[src/rtl/uart_rx.sv]
// UART receiver: 16x-oversampled serial line to parallel bytes, with framing-error detection.
// Latency: 2 clk synchroniser, then the byte is ready about 9.5 bit periods after the start edge.
// Backpressure: none. Each good byte overwrites rx_dato_out whether or not it has been read.
//
// Ports:
//   clk          system clock, rising edge
//   reset        asynchronous active-high reset
//   rx           raw serial line, idle high, asynchronous to clk
//   s_tick       one-clk pulse at OVERSAMPLE x baud
//   rx_dato_out  last correctly framed byte, held until the next good frame
//   rx_done      one-clk strobe, rx_dato_out updated this cycle
//   frame_err    one-clk strobe, stop bit sampled low and byte discarded
module uart_rx #(
  parameter int D_BIT      = 8,
  parameter int SB_TICK    = 16,
  parameter int OVERSAMPLE = 16
) (
  input  logic             clk,
  input  logic             reset,
  input  logic             rx,
  input  logic             s_tick,
  output logic [D_BIT-1:0] rx_dato_out,
  output logic             rx_done,
  output logic             frame_err
);

  localparam int SMAX = (OVERSAMPLE > SB_TICK) ? OVERSAMPLE : SB_TICK;
  localparam int SW   = $clog2(SMAX);
  localparam int NW   = $clog2(D_BIT + 1);

  localparam logic [SW-1:0] S_HALF = SW'(OVERSAMPLE / 2 - 1);
  localparam logic [SW-1:0] S_FULL = SW'(OVERSAMPLE - 1);
  localparam logic [SW-1:0] S_STOP = SW'(SB_TICK - 1);
  localparam logic [NW-1:0] N_LAST = NW'(D_BIT - 1);

  localparam logic [2:0] ST_IDLE  = 3'd0;
  localparam logic [2:0] ST_START = 3'd1;
  localparam logic [2:0] ST_DATA  = 3'd2;
  localparam logic [2:0] ST_STOP  = 3'd3;
  localparam logic [2:0] ST_BREAK = 3'd4;

  logic             sync1_q, sync2_q;
  logic             rx_s;
  logic [2:0]       state_q, state_d;
  logic [SW-1:0]    s_q, s_d;
  logic [NW-1:0]    n_q, n_d;
  logic [D_BIT-1:0] b_q, b_d;
  logic [D_BIT-1:0] dato_q, dato_d;
  logic             done_q, done_d;
  logic             ferr_q, ferr_d;

  // Synchroniser resets to the idle-high level so reset release never looks like a start bit.
  assign rx_s = sync2_q;

  always_comb begin
    state_d = state_q;
    s_d     = s_q;
    n_d     = n_q;
    b_d     = b_q;
    dato_d  = dato_q;
    done_d  = 1'b0;
    ferr_d  = 1'b0;
    case (state_q)
      ST_IDLE: begin
        // Start edge is taken without waiting for a tick.
        if (!rx_s) begin
          state_d = ST_START;
          s_d     = '0;
        end
      end
      ST_START: begin
        if (s_tick) begin
          if (s_q == S_HALF) begin
            // Mid start bit: still low means a real start, high means a glitch.
            if (!rx_s) begin
              state_d = ST_DATA;
              s_d     = '0;
              n_d     = '0;
            end else begin
              state_d = ST_IDLE;
            end
          end else begin
            s_d = s_q + 1'b1;
          end
        end
      end
      ST_DATA: begin
        if (s_tick) begin
          if (s_q == S_FULL) begin
            s_d = '0;
            b_d = {rx_s, b_q[D_BIT-1:1]};
            if (n_q == N_LAST) begin
              state_d = ST_STOP;
            end else begin
              n_d = n_q + 1'b1;
            end
          end else begin
            s_d = s_q + 1'b1;
          end
        end
      end
      ST_STOP: begin
        if (s_tick) begin
          if (s_q == S_STOP) begin
            if (rx_s) begin
              dato_d  = b_q;
              done_d  = 1'b1;
              state_d = ST_IDLE;
            end else begin
              ferr_d  = 1'b1;
              state_d = ST_BREAK;
            end
          end else begin
            s_d = s_q + 1'b1;
          end
        end
      end
      ST_BREAK: begin
        // Hold off until the line returns high so a break is not seen as endless frames.
        if (rx_s) begin
          state_d = ST_IDLE;
        end
      end
      default: state_d = ST_IDLE;
    endcase
  end

  always_ff @(posedge clk or posedge reset) begin
    if (reset) begin
      sync1_q <= 1'b1;
      sync2_q <= 1'b1;
      state_q <= ST_IDLE;
      s_q     <= '0;
      n_q     <= '0;
      b_q     <= '0;
      dato_q  <= '0;
      done_q  <= 1'b0;
      ferr_q  <= 1'b0;
    end else begin
      sync1_q <= rx;
      sync2_q <= sync1_q;
      state_q <= state_d;
      s_q     <= s_d;
      n_q     <= n_d;
      b_q     <= b_d;
      dato_q  <= dato_d;
      done_q  <= done_d;
      ferr_q  <= ferr_d;
    end
  end

  assign rx_dato_out = dato_q;
  assign rx_done     = done_q;
  assign frame_err   = ferr_q;

endmodule
[config.mk]
export PLATFORM = sky130hd
export DESIGN_NAME = uart_rx
export DESIGN_NICKNAME = d
export VERILOG_FILES = /design/src/rtl/uart_rx.sv
export SDC_FILE = /design/constraint.sdc
export NUM_CORES = 1
export LEC_CHECK = 0
export ABC_CLOCK_PERIOD_IN_PS = 1950
export CORE_MARGIN = 2
export CORE_UTILIZATION = 40
export DETAILED_ROUTE_END_ITERATION = 10
export HOLD_SLACK_MARGIN = 0.03
export SETUP_SLACK_MARGIN = 0.15
export SLEW_MARGIN = 20
export SYNTH_ARGS = -nofsm -noshare
export SYNTH_HDL_FRONTEND = slang
export SYNTH_SLANG_ARGS = --single-unit
[constraint.sdc]
create_clock -name clk -period 1.95 [get_ports clk]
set_input_delay 0.39 -clock clk [delete_from_list [all_inputs] [get_ports clk]]
set_output_delay 0.39 -clock clk [all_outputs]
set_load 0.02 [all_outputs]
Yosys cells after proc, flatten, opt, wreduce, memory -nomap -nowiden
Index checks and enable logic that the tools add are counted.

Multiplexer cells: 35. Equality and inequality tests: 19. Bitwise gates (word level): 0. Div/mod/pow operators: 0. $mul: 0. Magnitude comparators: 0. Reduce and logical (&&, ||, !) cells: 8. Shift operators: 0. Add/subtract/negate cells: 2.

Operators with widths (number): two-way mux 4 bit (13); two-way mux 3 bit (10); inequality test 2 bit (second input constant) (12); case mux 4 bit (4 select lines) (1); case mux 3 bit (5 select lines) (1); AND reduction 9 bit (1); adder 4 x 1 -> 4 bit (second input constant) (2); equality test 4 x 3 -> 1 bit (second input constant) (2); two-way mux 1 bit (8); case mux 4 bit (2 select lines) (1); AND reduction 7 bit (1); equality test 3 x 2 -> 1 bit (second input constant) (2); AND reduction 5 bit (1); equality test 4 bit (second input constant) (1); AND reduction 4 bit (1); nonzero test 4 bit (1); equality test 3 x 1 -> 1 bit (second input constant) (1); equality test 3 bit (second input constant) (1); logical NOT 3 bit (1); AND reduction 3 bit (1); two-way mux 2 bit (1); nonzero test 2 bit (1).

ROM bits: 0. Logic and storage cells: 73. Input bits: 4. Bits in latches: 0. Memory bits (writable): 0. Output and inout bits: 10. Memories kept: 0. Flip-flop bits (word level): 31.

Logic depth before layout (Yosys ltp)
Word-level depth: 5. Gate-level depth with buffers: 6. Depth with buffers taken out: 5.

Worst setup path after synthesis
OpenSTA, ideal clock, no wires.

Kind: register to register. Start point: reg s_q[0]. End point: reg s_q[0]. Setup slack: 0.254 ns. Clock period less this slack: 1.696 ns. Buffers on the path: 1. Arrival time: 1.571 ns. Cell stages (with the launch flop): 7. Required time: 1.825 ns. Library setup time: 0.125 ns. Cell sequence: dfrtp_1 ha_1 buf_2 and3b_1 o311ai_0 o211ai_1 mux2_2.

Longest elaborated chain between the ends: 4. Elaborated cells between the ends (all ways): 13. Those cells by class: 1 x add/sub; 3 x eq/ne; 8 x mux; 1 x reduce/logical.

RTL lines: start, declared (RTL line 45) `logic [SW-1:0] s_q, s_d;`; start signal, assigned (RTL line 133) `s_q <= '0;`; start signal, assigned (RTL line 143) `s_q <= s_d;`; adder 4 x 1 -> 4 bit (tied with other cells) (RTL line 83, 98, 114); two-way mux 4 bit, on equally long branches (RTL line 104, 73, 89); two-way mux 4 bit, on equally long branches (RTL line 103, 72, 88); case mux 4 bit (4 select lines) (RTL line 63) `case (state_q)`.

Parallel ways exist; a longest one is shown, timed or not. The select of a mux whose other input is x is not followed. A chain may end at the register's enable or synchronous reset.

Worst setup path after layout
Start point: reg s_q[0]. End point: reg n_q[2].

Longest elaborated chain between the ends: 3. Elaborated cells between the ends (all ways): 5. Those cells by class: 4 x eq/ne; 1 x reduce/logical.

RTL lines: equality test 4 bit or equality test 4 x 3 -> 1 bit (tied branches) (RTL line 89, 73); inequality test 2 bit (no source line); AND reduction 7 bit (no source line) (*); end signal, assigned (RTL line 144) `n_q <= n_d;`; end, declared (RTL line 46) `logic [NW-1:0] n_q, n_d;`.

Mark *: on every way between the ends. The rest lies on a longest branch, timed or not.

==> impl_metrics.ini <==
[power_and_ir_drop]
vdd_drop_max_mv = 0.446
leakagePower_nw = 0.892
power_density_nw_per_um2 = 849

[critical_path]
rr_worst_depth = 5
required_ps = 2090
crit_end = n_q[2]
startpoint = s_q[0]
critPathKind = reg -> reg
endpoint_kind = flop
worst-r2r-setup-slack_ps = 220
r2r_start = s_q[0]
crit_path_start_kind = flop
cp_data_arrival_time_ps = 1870
r2r_end = n_q[2]
crit_fanout = 7

[route]
vias = 1005
firstDrtPassIters = 4
routedWlPerCell_um = 15.0
drc = 0
drtAntennaViolNets = 0
drt-vias-per-instance = 5.21
drt_iter0_drc = 87
wirelength_um = 2900

[yosys]
synth_commonest_cells = 29 x dfrtp_1, 20 x mux2_2, 7 x inv_1
synth_edf_count = 0
synth_flop_cell = dfrtp_1
yosysSeqAreaShare_pct = 50.1
synth_nets = 127
synth_top_area_cell = dfrtp_1
ys_types = 41
synth_warnings = 0
netlist_area_um2 = 1550
yosys-top-cells-area = dfrtp_1 47%, mux2_2 15%, dfstp_2 3.4%
synth_top_area_share_pct = 46.7
ys_async_sr_fraction_pct = 100
ys_ff_latch = 31
postSynthCellCount = 121
synth_area_per_cell_um2 = 12.8
post-synth-top-count-cell = dfrtp_1

[global_routing]
grt_pass1_vias = 1001
gr-total-overflow = 0
grtUsageTotal_pct = 14.6
antenna_found_initial = 0
grt_pass1_wl_um = 4780
grt_max_degree = 17

[timing]
maxSlewHeadroom_pct = 73.2
timing.fmax_mhz = 578
fin_crit_ps = 1730
hold_violations = 0
setup_viol = 0
slew_violations = 0
worstMarginPinSlew_ps = 399
fin_crit_sh_pct = 88.7
setup-tns-final_ps = 0
clock_skew_ps = 4.92
rsz0062_at_grt = true

[clock_tree]
cts_tree = built
ctsHoldBuffers = 0
clock_path_buffers = 2
cts_max_level = 2
cts-root-buf = clkbuf_8
clkLatencyLatePin_ps = 280
cts_inserted_buffers = 5
clk_pin_slew_ps = 60
cts_sinks = 31

[cells_and_area]
instances_no_fill = 193
n_fill_cell = 335
nets = 150
syn_to_final_growth_pct = 22.6
drive_above_1_share_pct = 38.6
diodes = 0

[place]
gp_congestion = 0.775
dpl.hpwl_um = 1990
placedCellCount = 183
portBuffers = 13

[die]
fp.dieArea_um2 = 4400
die_w_um = 66.3
coreArea_um2 = 3690
die_h_um = 66.3
ios = 14
initial_core_util_pct = 42.1
rows = 22

[job]
drv_cap = 0

[hold_path]
min_path_type = reg -> reg

[run_status]
status = finished, final reports clean
## worst max-delay path, stage by stage (launching register included)
cell     delay (ps)
dfrtp_1         410
ha_4            190
nand3_1         130
a22o_4          300
o31ai_1         400
o41ai_4         150
## per-layer routing
layer  global-route usage, %  share of wire (%)  vias up
met5                       0                  0        -
met4                    5.87                1.5        0
met3                    4.60                3.3        6
met2                    21.1                 48       19
met1                    20.2                 47      495
li1                        -                  -      485
## flip-flops by register name (all words and copies together), names as in the netlist
register,count
frame_err,1
rx_done,1
rx_dato_out,8
s_q,4
rx_s,1
state_q,3
b_q,8
sync1_q,1
n_q,4
## worst min path at each step
stage / cells after the start / to / startpoint / slack, ps
4_1_cts: 0 / rx_s / sync1_q / 350
5_1_grt: 0 / rx_s / sync1_q / 350
3_5_place_dp: 0 / rx_s / sync1_q / 350
6_report: 0 / rx_s / sync1_q / 350
3_3_place_gp: 0 / rx_s / sync1_q / 350
2_1_floorplan: 0 / rx_s / sync1_q / 350
## cell families (layout without fill, tap and decap cells)
family,after synthesis,count (layout),synth area share [%]
multiplexers,21,21,15.1
AO/OA/AOI/OAI,23,23,12.6
XOR/XNOR,2,2,1.13
buffers and inverters,14,38,5.64
adder cells (fa/ha/maj),2,2,1.61
flip-flops,31,31,50.1
AND/OR/NAND/NOR,28,28,13.8
## repair_timing
item / CTS / global route
resized for setup: 2 / 8
setup endpoints to repair: 15 / 23
pin swaps: 0 / 4
buffers inserted: 0 / 2
## stage by stage
step | util [%] | instance area, um^2 | hold slack, ps | setup WS [ps] | total power, W
after floorplan | - | 1550 | 345 | 254 | 0.00103
after global placement | 47.6 | 1750 | 347 | -96.8 | 0.00106
after detailed placement | 47.6 | 1750 | 347 | -101 | 0.00107
after CTS | 50.4 | 1860 | 353 | 158 | 0.00161
after global routing | 51.6 | 1900 | 352 | 129 | 0.00172
final | 51.6 | 1900 | 352 | 221 | 0.00162
## power by group
group          switching [W]  total, W  internal (W)  leakage [nW]
logic               0.000125  0.000294      0.000169         0.438
clock network       0.000226  0.000510      0.000284        0.0482
registers          0.0000960  0.000813      0.000717         0.406
## area by class of cell
cell class / instances / area (um^2) / area share, %
repair buffers: 23 / 220 / 11.6
flip-flops and latches: 31 / 782 / 41.1
clock inverters: 1 / 5.00 / 0.263
well taps: 48 / 60.1 / 3.15
clock buffers: 7 / 86.3 / 4.53
multi-input cells: 76 / 724 / 38.0
inverters: 7 / 26.3 / 1.38
## placed cells by master, fill, tap and decap left out, drive strengths merged, types with 2 or more instances in the layout
cell | netlist | final
o211ai | 3 | 3
inv | 7 | 7
dfrtp | 29 | 29
buf | 7 | 10
a22oi | 2 | 2
dfstp | 2 | 2
clkdlybuf4s50 | 0 | 12
nor3 | 2 | 2
o41ai | 2 | 2
o31ai | 6 | 6
a22o | 3 | 3
and3b | 2 | 2
clkbuf | 0 | 7
mux2 | 20 | 20
nor2 | 6 | 6
ha | 2 | 2
nand4 | 2 | 2
or2 | 2 | 2
nand3b | 2 | 2
xor2 | 2 | 2
nor3b | 3 | 3
nand2 | 3 | 3
(Power assumes the default switching activity.)
==> edit, RTL diff (config.mk and constraints unchanged) <==
Register the output `rx_dato_out` once more, cleared by the reset; this adds one clock of latency there. The other outputs are not delayed to match. Comments in the files are not updated.
--- a/src/rtl/uart_rx.sv
+++ b/src/rtl/uart_rx.sv
@@ -150,5 +150,11 @@
   end
 
-  assign rx_dato_out = dato_q;
+  always_ff @(posedge clk or posedge reset) begin
+    if (reset) begin
+      rx_dato_out <= '0;
+    end else begin
+      rx_dato_out <= dato_q;
+    end
+  end
   assign rx_done     = done_q;
   assign frame_err   = ferr_q;
Formal check against the unedited RTL: same outputs for any inputs over 10 cycles, from zero or initial values and one cycle with reset high; that may be too few to reach the edited logic, so the function may still have changed.
==> edit against the unedited design <==
Count of clock-buffer cells in the layout fell by 1; worst setup slack got worse by 29 ps; sequential power is 22% higher; cell area increased by 6.0%; clock power up 3%; sequential cell count rose by 8; total power rose by 23%; wire length decreased by 6.2%; critical path depth did not move; core utilization decreased by 1.2 points; global-route usage is 0.67 points lower; synthesized area up 6.8%; largest cell class unchanged; non-clock buffer count down 1.
==> edit: results (changes against the unedited design) <==
status: finished clean
WHS: 357.2 ps (+5.262 ps)
slowest stage cell, crit path: clkdlybuf4s50_1
FFs w/ async S/R, synth: 1.000 (unchanged)
clk buf depth: 2 (unchanged)
ranking of synthesized cells by area: dfrtp_1 56%, mux2_2 14%, dfstp_2 3.2%
Syn Area/Cell: 13.16 µm² (+2.5%)
Skew-Pair Late Insertion Delay: 290 ps
Worst Skew: 8.974 ps (+4.051 ps)
LEAKAGE: 0.9378 nW (+5.1%)
Resized Gates After CTS: 1 (-1)
DR vias: 1063 (+5.8%)
Largest regs: b_q (8), dato_q (8), rx_dato_out (8)
syn_nets: 132 (+3.9%)
Hold Path Class: flip-flop to flip-flop
gpl congestion: 0.8689 (+12%)
Hold EP: rx_s
CTS root buf: clkbuf_8
Sw Share: 0.3195 (+0.04279)
Worst Setup End Kind: flip-flop
dpl hpwl: 1.853 mm (-7.1%)
fmax: 568.9 MHz (-1.6%)
Iteration-0 DRC Markers: 52 (-40%)
vias in the first global route: 1004 (+0.30%)
share of cells above drive strength 1: 0.3158 (-0.07042)
dpl cells: 194 (+6.0%)
Worst-path clk slew: 80 ps (+20 ps)
worst-path fanout max: 3 (-4)
DR WL met2: 1.300 mm (-6.8%)
Critical Path Source Type: primary input
Seq/Total Area, Yosys: 0.5902 (+0.08898)
Synth top cells by count: 37 x dfrtp_1, 20 x mux2_2, 9 x nor2_1, 6 x nand2_1
met1 WL: 1.279 mm (-6.0%)
setup slack, reg-to-reg: 210 ps
first-pass GRT wire length: 4.747 mm (-0.71%)
CP startpoint: s_tick
R2R depth: 5 (unchanged)
cell family with most CP delay: buffers and inverters
Crit path largest cell delay: 560 ps (+150 ps)
gr usage total: 0.1392 (-0.006740)
Final #Nets: 157 (+4.7%)
Placed Instance Area: 0.001921 mm² (+9.5%)
Peak VDD IR: 462.6 µV (+3.7%)
post-DR vias/cell: 5.262 (+1.1%)
I/O Buffers: 13 (unchanged)
GR Util met2: 0.2007 (-0.01053)
pin count of the biggest net entering global routing: 40 (+23)
grt met1 use: 0.1904 (-0.01110)
H-tree Lvls: 2 (unchanged)
worst slack at placement: -82.37 ps (+18.14 ps)
RR Endpoint: state_q[2]
slew margin rel.: 0.7600 (+0.02847)
top sig layer: met4
GR Layer Usage met3: 0.04605 (+0.00005604)
Avg WL per Cell: 13.44 µm (-10%)
Yosys cell types: 36 (-12%)
## edit: power groups by stage
stage	clock network [W]	registers, W	logic (W)
after detailed placement	0	0.00100	0.000473
final	0.000523	0.000992	0.000481
after global routing	0.000585	0.00101	0.000541
after global placement	0	0.000994	0.000462
after floorplan	0	0.000917	0.000450
after CTS	0.000548	0.000985	0.000474
## edit: final cells by class
class                           instances  area (µm²)
Sequential cell                        39       978.4
Inverter                                4       15.01
Clock buffer                            6       72.57
Multi-Input combinational cell         79       654.4
Fill cell                             332        1982
Tap cell                               50       62.56
Clock inverter                          2       12.51
Timing Repair Buffer                   22       222.7
## edit: cells by family after synthesis
group	after synthesis	share of synthesized area
DFF	39	0.5902
and+or+nand+nor	32	0.1170
AOI/OAI and AO/OA	23	0.1087
muxes	20	0.1359
buffers and inverters	8	0.02264
xor gates and xnor gates	2	0.01057
adders and majority gates	2	0.01509
